$ cat src/rtl/lfsr_word_gen_if.sv
// Control and data bundle for lfsr_word_gen: seed/step controls, serial tap,
// and the word-mode request/valid handshake.
interface lfsr_word_gen_if #(
    parameter int unsigned WIDTH    = 16,
    parameter int unsigned OUT_BITS = 8
);
    logic [WIDTH-1:0]    seed;
    logic                load;
    logic                en;
    logic                word_req;
    logic                q;
    logic [WIDTH-1:0]    state;
    logic [OUT_BITS-1:0] word;
    logic                word_valid;
    logic                busy;

    modport master (
        output seed, load, en, word_req,
        input  q, state, word, word_valid, busy
    );

    modport slave (
        input  seed, load, en, word_req,
        output q, state, word, word_valid, busy
    );
endinterface

$ cat src/rtl/lfsr_word_gen.sv
// Fibonacci LFSR random source: serial bit every enabled cycle, plus an on-demand
// word mode that packs OUT_BITS consecutive serial bits MSB-first.
module lfsr_word_gen #(
    parameter int unsigned       WIDTH     = 16,
    parameter logic [WIDTH-1:0]  TAPS      = 16'hD008,
    parameter int unsigned       OUT_BITS  = 8,
    parameter logic [WIDTH-1:0]  SEED_INIT = {WIDTH{1'b1}}
) (
    input  logic          clk,
    input  logic          rst,
    lfsr_word_gen_if.slave bus
);

    localparam int unsigned CntW = (OUT_BITS > 1) ? $clog2(OUT_BITS) : 1;
    localparam logic [CntW-1:0] CntLast = CntW'(OUT_BITS - 1);

    typedef enum logic [0:0] {StIdle, StShift} fsm_e;

    fsm_e                fsm_q, fsm_d;
    logic [WIDTH-1:0]    state_q, state_d;
    logic [CntW-1:0]     cnt_q, cnt_d;
    logic [OUT_BITS-1:0] shreg_q, shreg_d;
    logic [OUT_BITS-1:0] word_q, word_d;
    logic                valid_q, valid_d;

    logic                fb;
    logic [WIDTH-1:0]    step;
    logic [OUT_BITS-1:0] shifted;

    assign fb   = ^(state_q & TAPS);
    assign step = {state_q[WIDTH-2:0], fb};
    // Truncating cast keeps this valid for OUT_BITS == 1.
    assign shifted = OUT_BITS'({shreg_q, state_q[WIDTH-1]});

    always_comb begin
        fsm_d   = fsm_q;
        state_d = state_q;
        cnt_d   = cnt_q;
        shreg_d = shreg_q;
        word_d  = word_q;
        valid_d = 1'b0;

        if (bus.load) begin
            // A zero seed would lock the register; force the LSB instead.
            state_d = (bus.seed == '0) ? {{(WIDTH-1){1'b0}}, 1'b1} : bus.seed;
            fsm_d   = StIdle;
            cnt_d   = '0;
        end else begin
            unique case (fsm_q)
                StIdle: begin
                    if (bus.word_req) begin
                        fsm_d = StShift;
                        cnt_d = '0;
                    end else if (bus.en) begin
                        state_d = step;
                    end
                end
                StShift: begin
                    shreg_d = shifted;
                    state_d = step;
                    cnt_d   = cnt_q + CntW'(1);
                    if (cnt_q == CntLast) begin
                        word_d  = shifted;
                        valid_d = 1'b1;
                        fsm_d   = StIdle;
                        cnt_d   = '0;
                    end
                end
                default: fsm_d = StIdle;
            endcase
        end
    end

    always_ff @(posedge clk or negedge rst) begin
        if (!rst) begin
            fsm_q   <= StIdle;
            state_q <= SEED_INIT;
            cnt_q   <= '0;
            shreg_q <= '0;
            word_q  <= '0;
            valid_q <= 1'b0;
        end else begin
            fsm_q   <= fsm_d;
            state_q <= state_d;
            cnt_q   <= cnt_d;
            shreg_q <= shreg_d;
            word_q  <= word_d;
            valid_q <= valid_d;
        end
    end

    assign bus.q          = state_q[WIDTH-1];
    assign bus.state      = state_q;
    assign bus.word       = word_q;
    assign bus.word_valid = valid_q;
    assign bus.busy       = (fsm_q == StShift);

endmodule
$ cat src/flat_wrapper.sv
// flat-port wrapper written by rule: the top's interface ports become plain ports
module lfsr_word_gen_flat 
#(
    parameter int unsigned       WIDTH     = 16,
    parameter logic [WIDTH-1:0]  TAPS      = 16'hD008,
    parameter int unsigned       OUT_BITS  = 8,
    parameter logic [WIDTH-1:0]  SEED_INIT = {WIDTH{1'b1}}
)
  (clk, rst, bus_seed, bus_load, bus_en, bus_word_req, bus_q, bus_state, bus_word, bus_word_valid, bus_busy);
  lfsr_word_gen_if #(.WIDTH(WIDTH), .OUT_BITS(OUT_BITS)) bus_i ();
  input  logic clk;
  input  logic rst;
  input wire logic [$bits(bus_i.seed)-1:0] bus_seed;
  input wire logic [$bits(bus_i.load)-1:0] bus_load;
  input wire logic [$bits(bus_i.en)-1:0] bus_en;
  input wire logic [$bits(bus_i.word_req)-1:0] bus_word_req;
  output wire logic [$bits(bus_i.q)-1:0] bus_q;
  output wire logic [$bits(bus_i.state)-1:0] bus_state;
  output wire logic [$bits(bus_i.word)-1:0] bus_word;
  output wire logic [$bits(bus_i.word_valid)-1:0] bus_word_valid;
  output wire logic [$bits(bus_i.busy)-1:0] bus_busy;
  assign bus_i.seed = bus_seed;
  assign bus_i.load = bus_load;
  assign bus_i.en = bus_en;
  assign bus_i.word_req = bus_word_req;
  assign bus_q = bus_i.q;
  assign bus_state = bus_i.state;
  assign bus_word = bus_i.word;
  assign bus_word_valid = bus_i.word_valid;
  assign bus_busy = bus_i.busy;
  lfsr_word_gen #(.WIDTH(WIDTH), .TAPS(TAPS), .OUT_BITS(OUT_BITS), .SEED_INIT(SEED_INIT)) u_core (.clk(clk), .rst(rst), .bus(bus_i));
endmodule
$ cat config.mk
export PLATFORM = sky130hd
export DESIGN_NAME = lfsr_word_gen_flat
export DESIGN_NICKNAME = d
export VERILOG_FILES = /design/src/rtl/lfsr_word_gen_if.sv /design/src/rtl/lfsr_word_gen.sv /design/src/flat_wrapper.sv
export SDC_FILE = /design/constraint.sdc
export NUM_CORES = 1
export LEC_CHECK = 0
export ABC_AREA = 1
export BUFFER_PORTS_ARGS = -buffer_cell sky130_fd_sc_hd__buf_2
export CORE_UTILIZATION = 35
export CTS_CLUSTER_DIAMETER = 50
export DETAILED_ROUTE_END_ITERATION = 8
export HOLD_SLACK_MARGIN = 0.08
export PLACE_DENSITY = 0.66
export SYNTH_ARGS = -nofsm -noshare
export SYNTH_HDL_FRONTEND = slang
export SYNTH_SLANG_ARGS = --single-unit
$ cat constraint.sdc
create_clock -name clk -period 1.5 [get_ports clk]
set_clock_uncertainty 0.2 [all_clocks]
set_input_delay 0.225 -clock clk [delete_from_list [all_inputs] [get_ports clk]]
set_output_delay 0.225 -clock clk [all_outputs]
set_load 0.05 [all_outputs]
==> reports/qor.csv <==
stage,metric,value,unit
clock_network,CTS buffer count,5,
outcome,failing checks,negative setup slack,
synth,top-area cell type share of the netlist area,28.8,%
worst_setup_path,FF-to-FF setup slack,-0.02,ns
clock_network,"CTS clk-pin slew, worst paths",0.07,ns
die,row count,25,
die,Die X,72.5,um
grt,met3 usage,4.03,%
clock_network,clk sinks,36,
timing,period utilization,101,%
worst_setup_path,max incr delay on CP,0.37,ns
grt,antenna violations before repair,0,
power_and_ir_drop,combinational power share,33.6,%
grt,first-pass GRT wire length,6460,um
worst_setup_path,Crit-path slowest cell,dfrtp_1,
timing,Max-slew headroom,70.6,%
drt,drt total wl,3880,um
drt,# DRC,0,
worst_setup_path,crit-path cells,ha_2 > ha_4 > inv_2 > nor2_4 > clkinvlp_4 > nand2_1 > o21ai_1,
final_layout,ant diodes,0,
die,IO Count,48,
die,Core Region,4750,sq um
timing,unrepaired setup endpoints after global routing,yes,
worst_setup_path,crit path launch type,flip-flop,
synth,syn_area_per_cell,8.83,sq um
outcome,status,"finished, violations left",
synth,Post-Syn Nets,220,
grt,Overflow after GRT,0,
final_layout,synth-to-layout area growth,42.9,%
placement,routability cong.,0.794,
grt,largest net degree at the start of global routing,37,
synth,Yosys top cell by area,dfrtp_1,
synth,synth unique cells,23,
clock_network,H-tree depth,2,
die,die height,72.5,um
final_layout,post-route cell area,2490,sq um
clock_network,CTS tree,yes,
drt,Vias,1557,
timing,Final Hold Viols,0,
flow_run,max_cap viols,0,
timing,Worst Tran Pin Value,0.441,ns
timing,crit path time final,1.52,ns
power_and_ir_drop,worst vdd ir,0.000450,V
grt,GRT met1 Usage,22.4,%
drt,Avg WL per Cell,11.3,um
power_and_ir_drop,Sw Pwr,1.06,mW
power_and_ir_drop,Power Dens Cells,1170,nW/um^2
clock_network,Clock Tree Buf Depth,2,
worst_setup_path,CP Class,reg2reg,
timing,maximum clock rate,659,MHz
drt,Initial DRC Count,114,
drt,router iterations before antenna repair,5,
placement,Area after DPL,2050,sq um
synth,synth warn,0,
power_and_ir_drop,Clock power frac,22.2,%
synth,post-synthesis instance area,1740,sq um
clock_network,CTS root buf,clkbuf_8,
final_layout,Final Util,52.3,%
worst_setup_path,Crit Path Max Fanout,7,
grt,GR peak layer,met2,
power_and_ir_drop,Reg power frac,44.2,%
synth,sequential share of the synthesized area,52.9,%
timing,Final Setup Violations,1,
placement,DP HPWL,2590,um
die,die area,5250,sq um
clock_network,"Clk Latency, worst-skew pair",0.29,ns
final_layout,final-stage net count,299,
timing,post-route setup slack,-0.0178,ns
synth,synthesis-stage register bit count,36,
worst_setup_path,Setup crit end kind,flip-flop,
placement,count of buffers from port buffering,47,
power_and_ir_drop,leak pwr,1.23,nW
drt,DR vias/cell,4.53,
synth,top post-synthesis cells by area,"dfrtp_1 (29%), dfstp_2 (24%), nand2_1 (10%)",
final_layout,share of cells above drive strength 1,39.0,%
synth,Post-Synthesis Cells,197,
worst_setup_path,Worst EP arrival,1.49,ns
grt,GRT met2 Usage,23.6,%
power_and_ir_drop,sw frac,36.4,%
die,Starting Density,36.6,%
drt,Antenna Nets Post-Route,0,
worst_setup_path,Worst Path Required,1.48,ns
min_path,min-delay worst type,in2reg,
grt,Tot GR Track Use,16.1,%
timing,Pins Over Slew Limit,0,
power_and_ir_drop,internal power,1.85,mW
grt,vias in the first global route,1445,
layout make-up:
class | instances | area (sq um)
inverter | 27 | 106
clock inverter | 1 | 3.75
timing repair buffer | 80 | 609
fill | 456 | 2270
multi-input combinational | 125 | 677
timing repair inverter | 1 | 7.51
sequential | 36 | 922
tap | 67 | 83.8
clock buffer | 7 | 76.3
power groups by stage:
stage	Sequential, mW	Combinational, mW	Clock (mW)
6_report	1.29	0.976	0.647
2_1_floorplan	1.57	0.350	0
3_5_place_dp	1.29	0.844	0
4_1_cts	1.28	0.923	0.665
3_3_place_gp	1.29	0.836	0
5_1_grt	1.31	1.07	0.714
cell families (layout without fill, tap and decap cells):
group	after synthesis	in the layout	share of synthesized area [%]
adders and majority gates	2	2	1.44
DFF	36	36	52.9
AOI/OAI and AO/OA	57	57	20.3
buffers and inverters	36	116	9.57
and+or+nand+nor	66	66	15.8
cell usage in the layout (no fill, tap or decap), drive strengths merged:
cell / n
nand3: 3
buf: 61
clkinvlp: 1
nand2: 48
ha: 2
a32o: 2
clkinv: 1
inv: 27
o211ai: 3
o21ai: 29
a31oi: 2
o31ai: 1
dfrtp: 20
a21oi: 20
dfstp: 16
dlygate4sd3: 17
clkbuf: 9
nor2: 15
critical path: cells and delay by family (launching register included):
family          cells  cell delay (ns)
compound gates      1             0.06
buf+inv             2             0.22
fa+ha+maj           2             0.34
simple gates        2             0.22
flops               1             0.37
cells in the mapped netlist:
| cell | n |
|---|---|
| nand2_1 | 47 |
| inv_1 | 24 |
| a21oi_1 | 20 |
| dfrtp_1 | 20 |
| dfstp_2 | 16 |
| nor2_1 | 13 |
| o21ai_0 | 12 |
| o21ai_2 | 9 |
| o21ai_1 | 7 |
| buf_2 | 5 |
| nand3_1 | 3 |
| o211ai_1 | 3 |
| a31oi_1 | 2 |
| a32o_1 | 2 |
| buf_4 | 2 |
| buf_6 | 2 |
| ha_1 | 2 |
| inv_2 | 2 |
| nor2_4 | 2 |
| inv_4 | 1 |
| nand2_4 | 1 |
| o21ai_4 | 1 |
| o31ai_1 | 1 |
through the flow:
| stage | TNS, ns | setup WS (ns) | std cells | power, mW | hold slack, ns |
|---|---|---|---|---|---|
| detailed placement | -0.0189 | -0.0189 | 308 | 2.13 | 0.0864 |
| finish | -0.0178 | -0.0178 | 344 | 2.91 | 0.0887 |
| floorplan | 0 | 0.0326 | 197 | 1.92 | -0.271 |
| CTS | -0.101 | -0.0416 | 337 | 2.87 | 0.0864 |
| global placement | 0 | 0.0116 | 308 | 2.13 | 0.0847 |
| global route | -0.427 | -0.0983 | 344 | 3.09 | 0.115 |
worst paths after layout:
path,start,end,cells after the start
max in group asynchronous,rst,u_core.bus.state[10]$_DFFE_PN1P_,3
max reg2reg,u_core.cnt_q[0]$_DFFE_PN0P_,u_core.bus.word[0]$_DFFE_PN0P_,7
min reg2reg,u_core.bus.word[7]$_DFFE_PN0P_,u_core.bus.word[7]$_DFFE_PN0P_,2
max,u_core.cnt_q[0]$_DFFE_PN0P_,u_core.bus.word[0]$_DFFE_PN0P_,7
min,bus_seed[0],u_core.bus.state[0]$_DFFE_PN1P_,5
min in group asynchronous,rst,u_core.shreg_q[3]$_DFFE_PN0P_,3
routing by layer:
metal / vias up / wire length (um)
met5: - / 0
met1: 709 / 1870
met3: 10 / 182
li1: 793 / -
met4: 0 / 98
met2: 45 / 1730
flip-flops by register name (all words and copies together), names as in the netlist:
register,flops
u_core.bus.busy,1
u_core.cnt_q,3
u_core.bus.word,8
u_core.bus.word_valid,1
u_core.bus.state,16
u_core.shreg_q,7
timing repair:
item,4_1_cts,5_1_grt
pin swaps,4,3
hold buffers,17,0
endpoints found under the setup margin,18,17
endpoints found under the hold margin,36,0
gates cloned,1,0
buffers inserted,3,7
resized for setup,19,17
No activity file was read; power rests on OpenSTA's default activity.
